[src/rtl/pi_loop_filter_gs_if.sv]
// pi_loop_filter_gs_if: TED error in / NCO correction out bundle for the gear-shift PI loop filter.
interface pi_loop_filter_gs_if #(parameter int WERR = 18);
    logic signed [WERR-1:0] e_in_i;
    logic                   e_valid_i;
    logic                   hold_i;
    logic                   int_clr_i;
    logic                   force_acq_i;
    logic signed [WERR-1:0] ctrl_o;
    logic                   ctrl_val_o;
    logic                   locked_o;
    logic                   sat_o;
    logic signed [WERR-1:0] err_avg_o;
    modport master (
        output e_in_i, e_valid_i, hold_i, int_clr_i, force_acq_i,
        input  ctrl_o, ctrl_val_o, locked_o, sat_o, err_avg_o
    );
    modport slave (
        input  e_in_i, e_valid_i, hold_i, int_clr_i, force_acq_i,
        output ctrl_o, ctrl_val_o, locked_o, sat_o, err_avg_o
    );
endinterface

[src/rtl/pi_loop_filter_gs.sv]
// pi_loop_filter_gs: gear-shift PI loop filter with ACQ/TRACK lock FSM, deadband and clamped integrator.
// Define PI_LF_ERR_AVG_EN to build the 256-strobe mean |e| output on err_avg_o.
module pi_loop_filter_gs #(
    parameter int WERR       = 18,
    parameter int ACC_WIDTH  = 24,
    parameter int KP_ACQ     = 5,
    parameter int KI_ACQ     = 9,
    parameter int KP_TRK     = 7,
    parameter int KI_TRK     = 12,
    parameter int DB_THR     = 127,
    parameter int INT_LIM    = 131071,
    parameter int LOCK_THR   = 512,
    parameter int LOCK_CNT   = 64,
    parameter int UNLOCK_THR = 4096,
    parameter int UNLOCK_CNT = 16
) (
    input logic                clk,
    input logic                reset_n,
    pi_loop_filter_gs_if.slave lf
);
    localparam int SW   = ACC_WIDTH + 2;
    localparam int LCW  = $clog2(LOCK_CNT) + 1;
    localparam int UCW  = $clog2(UNLOCK_CNT) + 1;
    localparam int CMAX = 2 ** (WERR - 1) - 1;

    typedef enum logic {ACQ, TRACK} state_t;

    state_t                  state, state_nx;
    logic [LCW-1:0]          lock_cnt, lock_cnt_nx;
    logic [UCW-1:0]          unlock_cnt, unlock_cnt_nx;
    logic signed [ACC_WIDTH-1:0] acc, acc_nx;
    logic signed [WERR:0]    e_ext, abs_e, e_eff;
    logic signed [SW-1:0]    prop, iterm, acc_sum, ctrl_sum;
    logic signed [WERR-1:0]  ctrl_nx;
    logic                    clamp_hit, integrate;

    // Symmetric round-half-up on magnitude, so positive and negative errors get equal gain.
    function automatic logic signed [SW-1:0] rs(input logic signed [WERR:0] x, input int s);
        logic [SW-1:0] mag, r;
        mag = SW'(x < 0 ? -x : x);
        if (s == 0) r = mag;
        else r = (mag + (SW'(1) << (s - 1))) >> s;
        return x < 0 ? -$signed(r) : $signed(r);
    endfunction

    always_comb begin
        e_ext     = (WERR+1)'(lf.e_in_i);
        abs_e     = e_ext < 0 ? -e_ext : e_ext;
        e_eff     = abs_e <= DB_THR ? '0 : e_ext;
        prop      = state == TRACK ? rs(e_eff, KP_TRK) : rs(e_eff, KP_ACQ);
        iterm     = state == TRACK ? rs(e_eff, KI_TRK) : rs(e_eff, KI_ACQ);
        acc_sum   = SW'(acc) + iterm;
        integrate = lf.e_valid_i && !lf.hold_i && !lf.int_clr_i;
        clamp_hit = integrate && (acc_sum > INT_LIM || acc_sum < -INT_LIM);
        acc_nx    = lf.int_clr_i ? '0 :
                    !integrate ? acc :
                    acc_sum > INT_LIM ? ACC_WIDTH'(INT_LIM) :
                    acc_sum < -INT_LIM ? ACC_WIDTH'(-INT_LIM) : ACC_WIDTH'(acc_sum);
        ctrl_sum  = prop + SW'(acc_nx);
        ctrl_nx   = ctrl_sum > CMAX ? WERR'(CMAX) :
                    ctrl_sum < -CMAX - 1 ? WERR'(-CMAX - 1) : WERR'(ctrl_sum);
    end

    // Lock detector looks at raw |e|, independent of the deadband.
    always_comb begin
        state_nx      = state;
        lock_cnt_nx   = lock_cnt;
        unlock_cnt_nx = unlock_cnt;
        if (lf.force_acq_i) begin
            state_nx      = ACQ;
            lock_cnt_nx   = '0;
            unlock_cnt_nx = '0;
        end else if (lf.e_valid_i && state == ACQ) begin
            lock_cnt_nx = abs_e >= LOCK_THR ? '0 :
                          lock_cnt == LCW'(LOCK_CNT) ? lock_cnt : lock_cnt + LCW'(1);
            if (lock_cnt_nx == LCW'(LOCK_CNT)) begin
                state_nx    = TRACK;
                lock_cnt_nx = '0;
            end
        end else if (lf.e_valid_i) begin
            unlock_cnt_nx = abs_e <= UNLOCK_THR ? '0 :
                            unlock_cnt == UCW'(UNLOCK_CNT) ? unlock_cnt : unlock_cnt + UCW'(1);
            if (unlock_cnt_nx == UCW'(UNLOCK_CNT)) begin
                state_nx      = ACQ;
                unlock_cnt_nx = '0;
            end
        end
    end

    always_ff @(posedge clk) begin
        if (!reset_n) begin
            state         <= ACQ;
            lock_cnt      <= '0;
            unlock_cnt    <= '0;
            acc           <= '0;
            lf.ctrl_o     <= '0;
            lf.ctrl_val_o <= 1'b0;
            lf.sat_o      <= 1'b0;
        end else begin
            state         <= state_nx;
            lock_cnt      <= lock_cnt_nx;
            unlock_cnt    <= unlock_cnt_nx;
            acc           <= acc_nx;
            lf.ctrl_val_o <= lf.e_valid_i;
            lf.sat_o      <= lf.int_clr_i ? 1'b0 : lf.sat_o | clamp_hit;
            if (lf.e_valid_i) lf.ctrl_o <= ctrl_nx;
        end
    end

    assign lf.locked_o = state == TRACK;

`ifdef PI_LF_ERR_AVG_EN
    logic [WERR-1:0] hist [256];
    logic [WERR+7:0] sum;
    always_ff @(posedge clk) begin
        if (!reset_n) begin
            sum <= '0;
            for (int i = 0; i < 256; i++) hist[i] <= '0;
        end else if (lf.e_valid_i) begin
            sum     <= sum + (WERR+8)'(abs_e) - (WERR+8)'(hist[255]);
            hist[0] <= WERR'(abs_e);
            for (int i = 1; i < 256; i++) hist[i] <= hist[i-1];
        end
    end
    assign lf.err_avg_o = WERR'(sum >> 8);
`else
    assign lf.err_avg_o = '0;
`endif
endmodule

[src/flat_wrapper.sv]
// flat-port wrapper written by rule: the top's interface ports become plain ports
module pi_loop_filter_gs_flat 
#(
    parameter int WERR       = 18,
    parameter int ACC_WIDTH  = 24,
    parameter int KP_ACQ     = 5,
    parameter int KI_ACQ     = 9,
    parameter int KP_TRK     = 7,
    parameter int KI_TRK     = 12,
    parameter int DB_THR     = 127,
    parameter int INT_LIM    = 131071,
    parameter int LOCK_THR   = 512,
    parameter int LOCK_CNT   = 64,
    parameter int UNLOCK_THR = 4096,
    parameter int UNLOCK_CNT = 16
)
  (clk, reset_n, lf_e_in_i, lf_e_valid_i, lf_hold_i, lf_int_clr_i, lf_force_acq_i, lf_ctrl_o, lf_ctrl_val_o, lf_locked_o, lf_sat_o, lf_err_avg_o);
  pi_loop_filter_gs_if #(.WERR(WERR)) lf_i ();
  input logic clk;
  input logic reset_n;
  input wire logic [$bits(lf_i.e_in_i)-1:0] lf_e_in_i;
  input wire logic [$bits(lf_i.e_valid_i)-1:0] lf_e_valid_i;
  input wire logic [$bits(lf_i.hold_i)-1:0] lf_hold_i;
  input wire logic [$bits(lf_i.int_clr_i)-1:0] lf_int_clr_i;
  input wire logic [$bits(lf_i.force_acq_i)-1:0] lf_force_acq_i;
  output wire logic [$bits(lf_i.ctrl_o)-1:0] lf_ctrl_o;
  output wire logic [$bits(lf_i.ctrl_val_o)-1:0] lf_ctrl_val_o;
  output wire logic [$bits(lf_i.locked_o)-1:0] lf_locked_o;
  output wire logic [$bits(lf_i.sat_o)-1:0] lf_sat_o;
  output wire logic [$bits(lf_i.err_avg_o)-1:0] lf_err_avg_o;
  assign lf_i.e_in_i = lf_e_in_i;
  assign lf_i.e_valid_i = lf_e_valid_i;
  assign lf_i.hold_i = lf_hold_i;
  assign lf_i.int_clr_i = lf_int_clr_i;
  assign lf_i.force_acq_i = lf_force_acq_i;
  assign lf_ctrl_o = lf_i.ctrl_o;
  assign lf_ctrl_val_o = lf_i.ctrl_val_o;
  assign lf_locked_o = lf_i.locked_o;
  assign lf_sat_o = lf_i.sat_o;
  assign lf_err_avg_o = lf_i.err_avg_o;
  pi_loop_filter_gs #(.WERR(WERR), .ACC_WIDTH(ACC_WIDTH), .KP_ACQ(KP_ACQ), .KI_ACQ(KI_ACQ), .KP_TRK(KP_TRK), .KI_TRK(KI_TRK), .DB_THR(DB_THR), .INT_LIM(INT_LIM), .LOCK_THR(LOCK_THR), .LOCK_CNT(LOCK_CNT), .UNLOCK_THR(UNLOCK_THR), .UNLOCK_CNT(UNLOCK_CNT)) u_core (.clk(clk), .reset_n(reset_n), .lf(lf_i));
endmodule
[config.mk]
export PLATFORM = sky130hd
export DESIGN_NAME = pi_loop_filter_gs_flat
export DESIGN_NICKNAME = d
export VERILOG_FILES = /design/src/rtl/pi_loop_filter_gs_if.sv /design/src/rtl/pi_loop_filter_gs.sv /design/src/flat_wrapper.sv
export SDC_FILE = /design/constraint.sdc
export NUM_CORES = 1
export LEC_CHECK = 0
export ABC_AREA = 0
export CELL_PAD_IN_SITES_DETAIL_PLACEMENT = 0
export CELL_PAD_IN_SITES_GLOBAL_PLACEMENT = 1
export CORE_MARGIN = 5
export CORE_UTILIZATION = 35
export CTS_CLUSTER_SIZE = 28
export DETAILED_ROUTE_END_ITERATION = 8
export DONT_BUFFER_PORTS = 1
export GPL_TIMING_DRIVEN = 0
export PLACE_DENSITY = 0.74
export SYNTH_ARGS = -nofsm -noshare
export SYNTH_HDL_FRONTEND = slang
export SYNTH_SLANG_ARGS = --single-unit
[constraint.sdc]
create_clock -name clk -period 40.5 [get_ports clk]
set_input_delay 8.1 -clock clk [delete_from_list [all_inputs] [get_ports clk]]
set_output_delay 8.1 -clock clk [all_outputs]
set_load 0.02 [all_outputs]
Yosys cells after proc, flatten, opt, wreduce, memory -nomap -nowiden:

Index checks and enable logic that the tools add are counted.

* add/sub/neg operators: 14
* multiply operators: 0
* div/mod/pow operators: 0
* magnitude comparators: 9
* equal/unequal tests: 5
* shift operators: 0
* muxes and demuxes: 25
* bitwise operators: 4
* reduce and logical (&&, ||, !) cells: 13

Operator list (number)
* $mux 26: 7
* $mux 24: 4
* $gt 26x18->1 const B: 2
* $lt 26x18->1 const B: 2
* $neg 19->26: 2
* $mux 19: 2
* $mux 18: 2
* $add 24x26->26: 1
* $add 26x12->26 const B: 1
* $add 26x24->26: 1
* $add 26x5->26 const B: 1
* $add 26x7->26 const B: 1
* $add 26x9->26 const B: 1
* $neg 14->26: 1
* $neg 17->26: 1
* $neg 21->26: 1
* $mux 7: 3
* $ge 19x11->1 const B: 1
* $le 19x14->1 const B: 1
* $le 19x8->1 const B: 1
* $lt 19x1->1 const B: 1
* $neg 18->19: 1
* $lt 18x1->1 const B: 1
* $mux 5: 3
* 15 further kinds: 28

* register bits: 57
* latch bits: 0
* bits in writable memories: 0
* ROM bits: 0
* input port bits: 24
* word-level logic and storage cells: 77
* memories: 0

Depth between registers and ports, before layout:

Gate-level depths: netlist of run 1.

* depth in word-level cells: 20
* mapped depth: 54
* depth with buffers taken out: 50

Least setup slack after synthesis of run 1:

OpenSTA, ideal clock, no wires.

* path kind: input to register
* start point: input lf_e_in_i[5]
* end point: register u_core.lf.ctrl_o[16]
* library setup time: 0.137 ns
* data arrival time: 18.448 ns
* path slack: 21.915 ns
* stages on the path: 48
* path buffers: 3
* path through: clkbuf_1 nor4_1 nand4_1 o41ai_1 xnor2_1 nor4b_4 a21oi_1 ha_1 clkbuf_1 and3_4 and2_2 xnor2_1 nor2_1 nand2_1 nor4_1 o31ai_1 ha_1 and3_1 [... 12 more ...] ha_1 fa_1 a21o_1 a21oi_1 o21bai_1 a21oi_1 nor2b_1 o21ai_0 nor2b_1 a21boi_0 a2111oi_4 nor2_1 a311oi_2 xor2_1 nand3_1 o41ai_4 buf_6 o22ai_1

* longest elaborated chain between the ends: 20
* elaborated cells between the ends (all ways): 34
* those cells by class: add/sub (12); order compare (7); mux (15)

Ends and longest elaborated chain
* start: declaration: RTL line flat_wrapper.sv:21 `input wire logic [$bits(lf_i.e_in_i)-1:0] lf_e_in_i;`
* $neg 18->19 / $lt 18x1->1 (equally long branches): RTL line pi_loop_filter_gs.sv:48 `abs_e = e_ext < 0 ? -e_ext : e_ext;`
* $mux 19: RTL line pi_loop_filter_gs.sv:48
* $le 19x8->1: RTL line pi_loop_filter_gs.sv:49 `e_eff = abs_e <= DB_THR ? '0 : e_ext;`
* $mux 19 (*): RTL line pi_loop_filter_gs.sv:49
* $neg 19->26 / $lt 19x1->1 (equally long branches): RTL line pi_loop_filter_gs.sv:40, pi_loop_filter_gs.sv:43
* $mux 26: RTL line pi_loop_filter_gs.sv:40 `mag = SW'(x < 0 ? -x : x);`
* $add 26x9->26 / $add 26x12->26 (equally long branches): RTL line pi_loop_filter_gs.sv:42 `else r = (mag + (SW'(1) << (s - 1))) >> s;`
* $neg 17->26 / $neg 14->26 (equally long branches): RTL line pi_loop_filter_gs.sv:43 `return x < 0 ? -$signed(r) : $signed(r);`
* [... 5 more ...]
* $mux 24 (*): RTL line pi_loop_filter_gs.sv:57 `acc_sum > INT_LIM ? ACC_WIDTH'(INT_LIM) :`
* $mux 24 (*): RTL line pi_loop_filter_gs.sv:56 `!integrate ? acc :`
* $mux 24 (*): RTL line pi_loop_filter_gs.sv:55 `acc_nx = lf.int_clr_i ? '0 :`
* via u_core.acc_nx[0]: RTL line pi_loop_filter_gs.sv:31 `logic signed [ACC_WIDTH-1:0] acc, acc_nx;`
* $add 26x24->26 (*): RTL line pi_loop_filter_gs.sv:59 `ctrl_sum = prop + SW'(acc_nx);`
* $lt 26x18->1: RTL line pi_loop_filter_gs.sv:61 `ctrl_sum < -CMAX - 1 ? WERR'(-CMAX - 1) : WERR'(ctrl_sum);`
* $mux 18: RTL line pi_loop_filter_gs.sv:61
* $mux 18 (*): RTL line pi_loop_filter_gs.sv:60 `ctrl_nx = ctrl_sum > CMAX ? WERR'(CMAX) :`
* end signal: assignment: RTL line pi_loop_filter_gs.sv:106 `if (lf.e_valid_i) lf.ctrl_o <= ctrl_nx;`
* end: declaration: RTL line pi_loop_filter_gs_if.sv:19 `output ctrl_o, ctrl_val_o, locked_o, sat_o, err_avg_o`

Mark *: on every way through the listed nets, which the timed path passes. The rest lies on a longest branch.
A chain may end at the register's enable or synchronous reset.

Final worst setup path of run 1:

* start point: input lf_e_in_i[5]
* end point: register u_core.lf.ctrl_o[6]

The elaborated chain is that of the path after synthesis.

==> results of run 1 <==
[sequential cells by signal (all words and copies together) (netlist names)]
signal,count
u_core.lf.sat_o,1
u_core.lf.ctrl_o,18
u_core.lock_cnt,7
u_core.acc,24
u_core.unlock_cnt,5
u_core.lf.ctrl_val_o,1
u_core.lf.locked_o,1
[worst reg2reg max path, delay by kind of cell (launching register included)]
family,cells,cell delay [ns]
xor+xnor,1,0.21
flops,1,0.60
compound gates,18,4.41
buf+inv,6,1.90
fa+ha+maj,3,1.13
simple gates,10,2.21
[final cells by class]
| cell class | instances | area share (%) |
|---|---|---|
| Multi-Input combinational cell | 1087 | 74.5 |
| Sequential cell | 57 | 11.7 |
| Tap cell | 330 | 4.23 |
| Buffer | 85 | 4.18 |
| Clock buffer | 12 | 2.63 |
| Inverter | 52 | 2.00 |
| Clock inverter | 4 | 0.769 |
[report_power, final]
group	switching [µW]	internal (µW)	leakage, µW
registers	7.34	60.3	0.000467
logic	73.0	44.8	0.00310
clock network	27.7	57.2	0.000155
total	108	162	0.00372
[metal layers]
layer / track usage [%] / vias up / wire length, µm
met5: 0 / - / 0
met4: 4.31 / 0 / 544
met3: 3.88 / 42 / 1770
met2: 34.8 / 238 / 14300
met1: 26.5 / 4461 / 13500
li1: - / 4730 / -
[layout by cell type, fill, tap and decap left out, types with 30 or more instances in the layout]
cell type and n:
nand2b_1 31, clkbuf_1 55, nor2_1 109, o31ai_1 30, and2_1 39, xnor2_1 64
ha_1 63, a21oi_1 86, o21ai_0 92, nand2_1 99, xor2_1 33, nand3_1 40
inv_1 48, nor3_1 47, dfxtp_1 57
[logic make-up (layout without fill, tap and decap cells)]
kind of cell    count (synthesis)  in the layout  share of synthesized area [%]
other cells                     1             18                         0.0419
simple gates                  479            479                           28.1
mux                            10             10                           1.43
xor+xnor                       98             98                           9.76
compound gates                417            417                           32.0
flops                          57             57                           12.8
buf+inv                       137            153                           6.74
fa+ha+maj                      65             65                           9.26
[stage by stage]
step | instances | setup WS [ns]
2_1_floorplan | 1281 | 21.91
3_3_place_gp | 1611 | 19.09
3_5_place_dp | 1611 | 19.59
4_1_cts | 1627 | 19.84
5_1_grt | 1627 | 18.50
6_report | 1627 | 19.70
[worst max-delay path by stage]
stage,to,cells after the start,start
3_3_place_gp,u_core.lf.ctrl_o[16]$_SDFFE_PN0P_,47,lf_e_in_i[5]
6_report,u_core.lf.ctrl_o[6]$_SDFFE_PN0P_,47,lf_e_in_i[5]
4_1_cts,u_core.lf.ctrl_o[16]$_SDFFE_PN0P_,47,lf_e_in_i[5]
5_1_grt,u_core.lf.ctrl_o[16]$_SDFFE_PN0P_,48,lf_e_in_i[5]
3_5_place_dp,u_core.lf.ctrl_o[16]$_SDFFE_PN0P_,47,lf_e_in_i[5]
2_1_floorplan,u_core.lf.ctrl_o[16]$_SDFFE_PN0P_,48,lf_e_in_i[5]
==> results_dict.tcl, run 1 <==
set metrics [dict create \
    cp.required_ns 40.68 \
    place_congestion 0.915 \
    hold_depth 2 \
    ys_seq_elements 57 \
    overflow 0 \
    setup_tns_ns 0 \
    antenna_left 0 \
    grt_pass1_vias 8988 \
    clock-skew-final_ns 0.00846 \
    finalCritPeriodShare_pct 51.4 \
    ctsResizeCount 0 \
    maxCapViolations 0 \
    final_core_util_pct 38.8 \
    final_nets 1381 \
    tightest_slew_ns 1.00 \
    min-delay-start "u_core.unlock_cnt[3]$_SDFFE_PP0P_" \
    clk_pin_slew_ns 0.06 \
    hold_violations 0 \
    die_h_um 170 \
    ff_latch_area_um2 1140 \
    rr_endpoint "u_core.lf.ctrl_o[6]$_SDFFE_PN0P_" \
    cp_slowest_cell "nor4_2" \
    synthCells 1264 \
    yosysUniqueCellTypes 94 \
    power_density_nw_per_um2 27.7 \
    start_util_pct 35.5 \
    tritoncts "yes" \
    vdd_drop_max_v 0.0000200 \
    critical_path_buf_inv_count 4 \
    grt_pass1_wl_mm 47.9 \
    grt_usage_pct 20.3 \
    hold_class "reg2reg" \
    cts.path.max_buffers 2 \
    cts_buffers 9 \
    cts.root.buffer_cell "clkbuf_16" \
    cts.sinks 57 \
    critPathTopFamily "compound AO/OA/AOI/OAI gates" \
    async_flop_share_pct 0 \
    leakage_uw 0.00372 \
    synth.most_common_cell "nor2_1" \
    reg2reg_depth 38 \
    fin_hold_ws_ns 0.518 \
    finalPower_uw 270 \
    diodes 0 \
    max_freq_mhz 48.1 \
    hold-path-endpoint "u_core.unlock_cnt[3]$_SDFFE_PP0P_" \
    antenna_found_initial 0 \
    ctsHoldBuffers 0 \
    rsz0062_at_grt "false" \
    h-tree-depth 3 \
    synth.area.top_cells "dfxtp_1 13%, ha_1 8.8%, xnor2_1 6.3%" \
    reg2reg_slack_ns 29.90 \
    drt-vias-per-instance 5.82 \
    fin_crit_ns 20.80 \
    io_pins 63 \
    dieArea_um2 28900 \
    core_um2 25200 \
    synthTopCellsByCount "109 x nor2_1, 99 x nand2_1, 92 x o21ai_0, 86 x a21oi_1, 64 x xnor2_1" \
    drtIter0Drc 728 \
    grt_max_degree 11 \
    die_w_um 170 \
    dr.pass1.iters 6 \
    ys_warn_count 0 \
    route.detailed.drc 0 \
    hpwl_mm 24.4 \
    portBuffers 0 \
    critPathKind "in2reg" \
    postLayoutCellArea_um2 9760 \
    vias 9471 \
    finalMaxSlewViolations 0 \
    area_growth_pct 9.10 \
    synth_top_area_cell "dfxtp_1" \
    worstSkewPairLatency_ns 0.33 \
    post_cts_buffers 0 \
    wl_per_cell_um 18.5 \
    synth_top_area_share_pct 12.8 \
    fp-row-count 58 \
    routed_wl_mm 30.1 \
    r2r-start "u_core.lf.locked_o$_SDFFE_PP0P_" \
    maxSlewHeadroom_pct 32.7 \
    drive_gt1_share_pct 6.94 \
    critPathLaunchType "input pin" \
    avgSynthCellArea_um2 7.08 \
    finalSetupViolations 0 \
    end_kind "flop" \
    status "completed" \
    critPathMaxFanout 10 \
    synth-edff-count 0 \
    arrival_ns 20.98 \
    cpPeakStageDelay_ns 0.77 \
    num-fill-cells 2687 \
    placedInstanceArea_um2 9430 \
    multi_input_area_um2 7270 \
    ys_seq_area_share_pct 12.8 \
    syn-cell-area_um2 8950 \
    synthFlopType "dfxtp_1" \
]
Power figures use the tool's default switching activity.
==> inputs of run 2 (changes only) <==
- clock period: 40.5 -> 21.4 ns (I/O delays scaled with it)
==> results of run 2 <==
Same layout as run 1 (identical final DEF). Status: completed.
Among the figures that moved: setup slack after placement 19.59 ns -> 4.31 ns; setup slack after layout 19.70 ns -> 4.42 ns; register-to-register setup slack 29.90 ns -> 10.80 ns; total power 270 µW -> 512 µW; worst IR drop on VDD 0.0000200 V -> 0.0000379 V
==> inputs of run 3 (changes only) <==
- clock period: 21.4 -> 15.93 ns (I/O delays scaled with it)
==> results_dict.tcl, run 3 (same netlist as run 1, synthesis figures left out) <==
set metrics [dict create \
    status "completed" \
    die_w_um 170 \
    antenna_left 0 \
    reg2reg_depth 39 \
    maxCapViolations 0 \
    dr.pass1.iters 5 \
    tritoncts "yes" \
    clk_pin_slew_ns 0.06 \
    final_core_util_pct 39.1 \
    top_register "u_core.acc" \
    h-tree-depth 3 \
    io_pins 63 \
    finalSetupViolations 0 \
    critPathLaunchType "input pin" \
    vias 9524 \
    tightest_slew_ns 0.978 \
    cts.path.max_buffers 2 \
    drtIter0Drc 695 \
    critPathKind "in2reg" \
    grt_pass1_vias 8988 \
    leakage_uw 0.00376 \
    mostFrequentLayoutCells "109 x nor2_1, 99 x nand2_1, 89 x o21ai_0, 86 x a21oi_1" \
    diodes 0 \
    postLayoutCellArea_um2 9840 \
    fp-row-count 58 \
    hold_class "reg2reg" \
    cts.root.buffer_cell "clkbuf_16" \
    dieArea_um2 28900 \
    hpwl_mm 24.4 \
    end_kind "flop" \
    drive_gt1_share_pct 7.61 \
    reg.largest.list "u_core.acc (24), u_core.lf.ctrl_o (18), u_core.lock_cnt (7)" \
    clock-skew-final_ns 0.00912 \
    grt_usage_pct 20.3 \
    routed_wl_mm 30.3 \
    wl_per_cell_um 18.6 \
    drt-vias-per-instance 5.84 \
    dp.cells 1611 \
    grt_max_degree 11 \
    cts.sinks 57 \
    antenna_found_initial 0 \
    finalMaxSlewViolations 0 \
    worstSkewPairLatency_ns 0.33 \
    cts_buffers 9 \
    ff_latch_area_um2 1140 \
    placedInstanceArea_um2 9430 \
    die_h_um 170 \
    maxSlewHeadroom_pct 34.0 \
    rsz0062_at_grt "false" \
    dpl_worst_slack_ns -0.0675 \
    cp_slowest_cell "or4b_2" \
    path_common_cell "a21oi_1" \
    multi_input_area_um2 7330 \
    finalCritPeriodShare_pct 94.3 \
    arrival_ns 15.21 \
    core_um2 25200 \
    num-fill-cells 2678 \
    fin_ws_ns 0.901 \
    route.detailed.drc 0 \
    final_common_cell "nor2_1" \
    fin_hold_ws_ns 0.518 \
    vdd_drop_max_v 0.0000505 \
    cp.required_ns 16.11 \
    hold_violations 0 \
    fin_cells 1631 \
    start_util_pct 35.5 \
    max_freq_mhz 66.5 \
    place_congestion 0.915 \
    largest_reg_flops 24 \
    power_density_nw_per_um2 70.2 \
    critPathMaxFanout 10 \
    overflow 0 \
    grt_pass1_wl_mm 47.9 \
    area_growth_pct 10.0 \
    fin_crit_ns 15.03 \
    portBuffers 0 \
    hold_depth 2 \
    cpPeakStageDelay_ns 0.65 \
    final_nets 1385 \
]
## run 3: through the flow
step	TNS, ns	total power (µW)
5_1_grt	0	733
6_report	0	691
2_1_floorplan	0	400
4_1_cts	0	689
3_5_place_dp	-0.620	471
3_3_place_gp	-8.77	468
## run 3: final timing paths
path | end | slack, ns | from
max | u_core.lf.ctrl_o[0]$_SDFFE_PN0P_ | 0.90 | lf_e_in_i[1]
min | u_core.unlock_cnt[3]$_SDFFE_PP0P_ | 0.52 | u_core.unlock_cnt[3]$_SDFFE_PP0P_
max reg2reg | u_core.lf.ctrl_o[0]$_SDFFE_PN0P_ | 5.42 | u_core.lf.locked_o$_SDFFE_PP0P_
min reg2reg | u_core.unlock_cnt[3]$_SDFFE_PP0P_ | 0.52 | u_core.unlock_cnt[3]$_SDFFE_PP0P_
## run 3: critical path, delay by kind of cell
family	cells	cell delay, ns
adders and majority gates	3	1.16
buffers and inverters	6	1.12
muxes	1	0.10
and+or+nand+nor	16	3.84
AOI/OAI and AO/OA	20	5.15
xor gates and xnor gates	2	0.61
## run 3: area by class of cell
type	count	area share, %
Clock buffer	12	2.61
Clock inverter	4	0.763
Buffer	85	4.14
Timing Repair Buffer	4	0.305
Tap cell	330	4.19
Inverter	52	1.98
Multi-Input combinational cell	1087	74.4
Sequential cell	57	11.6
## run 3: where the power goes
group / leakage [µW] / switching (µW) / internal (µW)
registers: 0.000467 / 18.7 / 153
logic: 0.00314 / 187 / 115
clock network: 0.000155 / 71.2 / 146
## run 3: repair_timing
| action | CTS | global route |
|---|---|---|
| hold buffers | 0 | 0 |
| hold endpoints to repair | 0 | 0 |
| buffers inserted | 0 | 4 |
| endpoints found under the setup margin | 0 | 18 |
| resized for setup | 0 | 10 |
## run 3: layer usage
layer | track usage [%] | part of all wire, % | up-vias
met1 | 26.5 | 45 | 4523
met5 | 0 | 0 | -
met2 | 34.8 | 47 | 234
met4 | 4.31 | 1.7 | 0
met3 | 3.88 | 5.5 | 38
li1 | - | - | 4729
==> patch 1 (config.mk and constraints of run 1) <==
`LOCK_CNT` is set to 64 in 2 places; all go to 32.
--- a/src/rtl/pi_loop_filter_gs.sv
+++ b/src/rtl/pi_loop_filter_gs.sv
@@ -12,3 +12,3 @@
     parameter int LOCK_THR   = 512,
-    parameter int LOCK_CNT   = 64,
+    parameter int LOCK_CNT   = 32,
     parameter int UNLOCK_THR = 4096,
--- a/src/flat_wrapper.sv
+++ b/src/flat_wrapper.sv
@@ -12,3 +12,3 @@
     parameter int LOCK_THR   = 512,
-    parameter int LOCK_CNT   = 64,
+    parameter int LOCK_CNT   = 32,
     parameter int UNLOCK_THR = 4096,
Function: not settled (the Yosys comparison gave no result); the edit may change what the design does.
==> patch 1 against run 1 <==
  * Count of clock-buffer cells in the layout down 7
  * Global-route usage down 0.93 points
  * Sequential cell count down 1
  * Final area down 2.8%
  * Final cell count down 1.2%
  * Core utilization down 0.87 points
  * Synthesized area down 1.0%
  * Setup slack worse by 0.42 ns
  * Power down 12%
  * Wire length down 5.7%
  * Critical path type unchanged
==> patch 1: results (changes against run 1) <==
r2r_setup_slack_ns: 30.18  # +0.28 ns
synth_adder_area_share: 0.0961  # +0.00348
pg_clk_uw: 48.4  # -43%
drive_gt1_frac: 0.0658  # -0.00361
vias: 9379  # -0.97%
grt_pass1_vias: 8751  # -2.6%
hold-path-endpoint: "u_core.unlock_cnt[4]"
grt_start_max_net_pins: 21  # +10
synthXorXnorAreaFrac: 0.0966  # -0.000985
tightest_slew_ns: 1.24  # +0.236 ns
cts_made_buffers: 5  # -4
finalCriticalPeriod_ns: 21.22  # +0.417 ns
worst_ep_arrival_time_ns: 21.39  # +0.41 ns
avgRoutedWirePerCell_um: 17.7  # -4.5%
synthMuxAreaShare: 0.00692  # -0.00734
synthArstFlopShare: 0  # unchanged
ff2ff_path_depth: 39  # +2.6%
top_regs: "u_core.acc x24, u_core.lf.ctrl_o x18, u_core.lock_cnt x6"
firstDrtPassIters: 5  # -1
seq_power_share: 0.286  # +0.036
yosysSeqAreaShare: 0.127  # -0.000963
clock-skew-final_ns: 0.0101  # +0.00166 ns
status: "completed"
ir_worst_vdd_mv: 0.0168  # -16%
cts.clk_slew.worst_paths_ns: 0.08  # +0.02 ns
gp_congestion: 0.922  # +0.72%
htreeDepth: 2  # -1
whs_path_depth: 2  # unchanged
synth_compound_area_frac: 0.319  # -0.000423
cp_slowest_stage_delay_ns: 0.66  # -0.11 ns
track_usage: 0.193  # -0.00926
synth_common_cells: "a21oi_1, nor2_1, nand2_1"
dr.first_iter.drc_count: 656  # -9.9%
detailedPlacementHpwl_um: 22900  # -6.2%
cp-startpoint: "lf_e_in_i[9]"
crit_slowest_cell: "a31oi_1"
holdCritPathClass: "flop to flop"
dpl_worst_slack_ns: 19.11  # -0.479 ns
grt_pass1_wl_um: 46200  # -3.5%
hp-start: "u_core.unlock_cnt[4]"
clock_latency_ns: 0.31  # -0.02 ns
cp_max_fo: 10  # unchanged
ys_warn_count: 0  # unchanged
layout.nets: 1366  # -1.1%
synthTopCellsByArea: "dfxtp_1, ha_1, a21oi_1"
powerDensity_nw_per_um2: 25.1  # -9.4%
sw_frac_of_total: 0.452  # +0.0530
yosys.cell_types.count: 94  # unchanged
worstReg2RegEnd: "u_core.lf.ctrl_o[6]"
p_leak_nw: 3.65  # -1.8%
==> patch 1: routing by layer <==
layer	routed length [um]	vias up	share of wire	track usage
li1	-	4697	-	-
met1	13200	4385	0.46	0.263
met2	13500	263	0.47	0.332
met3	1230	34	0.043	0.0222
met4	480	0	0.017	0.0378
met5	0	-	0	0
==> patch 1: per-stage QoR <==
stage	area [um2]	hold slack (ns)	cells
6_report	9490	0.538	1607
2_1_floorplan	8920	0.499	1269
5_1_grt	9490	0.572	1607
3_5_place_dp	9330	0.528	1599
3_3_place_gp	9330	0.521	1599
4_1_cts	9490	0.543	1607
==> patch 1: cell type report <==
type                            count  area (um2)
Buffer                             88         442
Inverter                           48         180
Fill cell                        2712       15500
Sequential cell                    56        1120
Tap cell                          330         413
Multi-Input combinational cell   1077        7180
Clock buffer                        5         125
Clock inverter                      3        28.8
==> patch 2 (flow settings as in run 1) <==
Made on the original files. `KP_TRK` is set to 7 in 2 places; all go to 3.
--- a/src/rtl/pi_loop_filter_gs.sv
+++ b/src/rtl/pi_loop_filter_gs.sv
@@ -7,3 +7,3 @@
     parameter int KI_ACQ     = 9,
-    parameter int KP_TRK     = 7,
+    parameter int KP_TRK     = 3,
     parameter int KI_TRK     = 12,
--- a/src/flat_wrapper.sv
+++ b/src/flat_wrapper.sv
@@ -7,3 +7,3 @@
     parameter int KI_ACQ     = 9,
-    parameter int KP_TRK     = 7,
+    parameter int KP_TRK     = 3,
     parameter int KI_TRK     = 12,
Function: not settled (the Yosys comparison gave no result); the edit may change what the design does.
==> patch 2 against run 1 <==
  * Setup slack got worse by 1.4 ns
  * Register-to-register slack gained 0.35 ns
  * Final area increased by 7.7%
  * Synthesized area rose by 8.1%
  * Wire length grew 5.9%
  * Power fell by 4.2%
  * Sequential cell count unchanged
  * Fmax decreased by 6.3%
  * Critical endpoint is now u_core.lf.ctrl_o[13]
  * Highest routed layer unchanged
==> patch 2: results (changes against run 1) <==
status: "completed"
ys_warn_count: 0  # unchanged
whs_ns: 0.513  # -0.00543 ns
synth_common_cells: "a21oi_1, nand2_1, nor2_1"
gp_congestion: 0.891  # -2.7%
yosys.cell_types.count: 96  # +2.1%
ir_worst_vdd_mv: 0.0194  # -3.2%
clock-skew-final_ns: 0.0104  # +0.00198 ns
cts_buffer_depth: 2  # unchanged
cp_max_fo: 10  # unchanged
grt_pass1_wl_um: 51800  # +8.2%
drive_gt1_frac: 0.0700  # +0.000588
worst_ep_arrival_time_ns: 22.44  # +1.46 ns
avgRoutedWirePerCell_um: 17.7  # -4.4%
rr_startpoint: "u_core.lf.locked_o"
hp-start: "u_core.lock_cnt[1]"
grt_pass1_vias: 9782  # +8.8%
finalCriticalPeriod_ns: 22.19  # +1.39 ns
p_leak_nw: 4.09  # +9.9%
postPlaceCellArea_um2: 10200  # +8.1%
layout.nets: 1513  # +9.6%
dpl_worst_slack_ns: 18.22  # -1.37 ns
relSlewSlack: 0.261  # -0.0652
firstDrtPassIters: 5  # -1
post_cts_resized: 0  # unchanged
fin_cells: 1801  # +11%
ff2ff_path_depth: 38  # unchanged
synthTopCellsByArea: "dfxtp_1, ha_1, a21oi_1"
r2r_setup_slack_ns: 30.25  # +0.35 ns
diodes: 0  # unchanged
io_buffers: 0  # unchanged
track_usage: 0.201  # -0.00168
antenna_found_initial: 0  # unchanged
clock_latency_ns: 0.33  # about the same
detailedPlacementHpwl_um: 25900  # +6.1%
yosysSeqAreaShare: 0.118  # -0.00951
hold-path-endpoint: "u_core.lock_cnt[1]"
worstReg2RegEnd: "u_core.lf.ctrl_o[13]"
cp-startpoint: "lf_e_in_i[1]"
dr.first_iter.drc_count: 847  # +16%
crit_slowest_cell: "nor3b_1"
worstSetupPathType: "input port to flop"
syn_area_per_cell_um2: 6.93  # -2.2%
vias: 10500  # +11%
==> patch 2: cell types whose count changed after synthesis, moves of 15 or more <==
cell	change
o31ai_1	-19
nand2_1	+20
clkbuf_1	+17
nor3_1	-15
o22ai_1	-19
a21oi_1	+36
o21ai_0	+19
a31oi_1	+23
==> patch 2: cell type report <==
type / instances / area, um2
clock inverters: 5 / 80.1
multi-input cells: 1198 / 7900
flip-flops and latches: 57 / 1140
clock buffers: 11 / 233
plain buffers: 107 / 503
inverters: 51 / 191
well taps: 372 / 465
fillers: 2936 / 16600
==> patch 2: power by group <==
group | switching, mW | internal (mW)
clock network | 0.0268 | 0.0537
registers | 0.00457 | 0.0590
logic | 0.0717 | 0.0433
==> patch 2: routing by layer <==
metal / up-vias / share of wire / track usage / wire, um
li1: 5224 / - / - / -
met1: 4962 / 0.46 / 0.275 / 14600
met2: 284 / 0.47 / 0.342 / 15100
met3: 31 / 0.054 / 0.0266 / 1740
met4: 0 / 0.013 / 0.0351 / 412
met5: - / 0 / 0 / 0
==> patch 2: cell families after synthesis <==
family | Yosys count | share of synthesized area
mux | 12 | 0.0148
xor+xnor | 97 | 0.0894
buf+inv | 158 | 0.0718
flops | 57 | 0.118
other cells | 1 | 0.000388
compound gates | 483 | 0.333
fa+ha+maj | 65 | 0.0857
simple gates | 523 | 0.287
==> patch 2: worst max-delay path, delay by kind of cell <==
kind / cells / cell delay (ns)
xor gates and xnor gates: 4 / 0.94
and+or+nand+nor: 15 / 4.00
buffers and inverters: 8 / 1.51
adders and majority gates: 4 / 1.05
AOI/OAI and AO/OA: 25 / 6.78
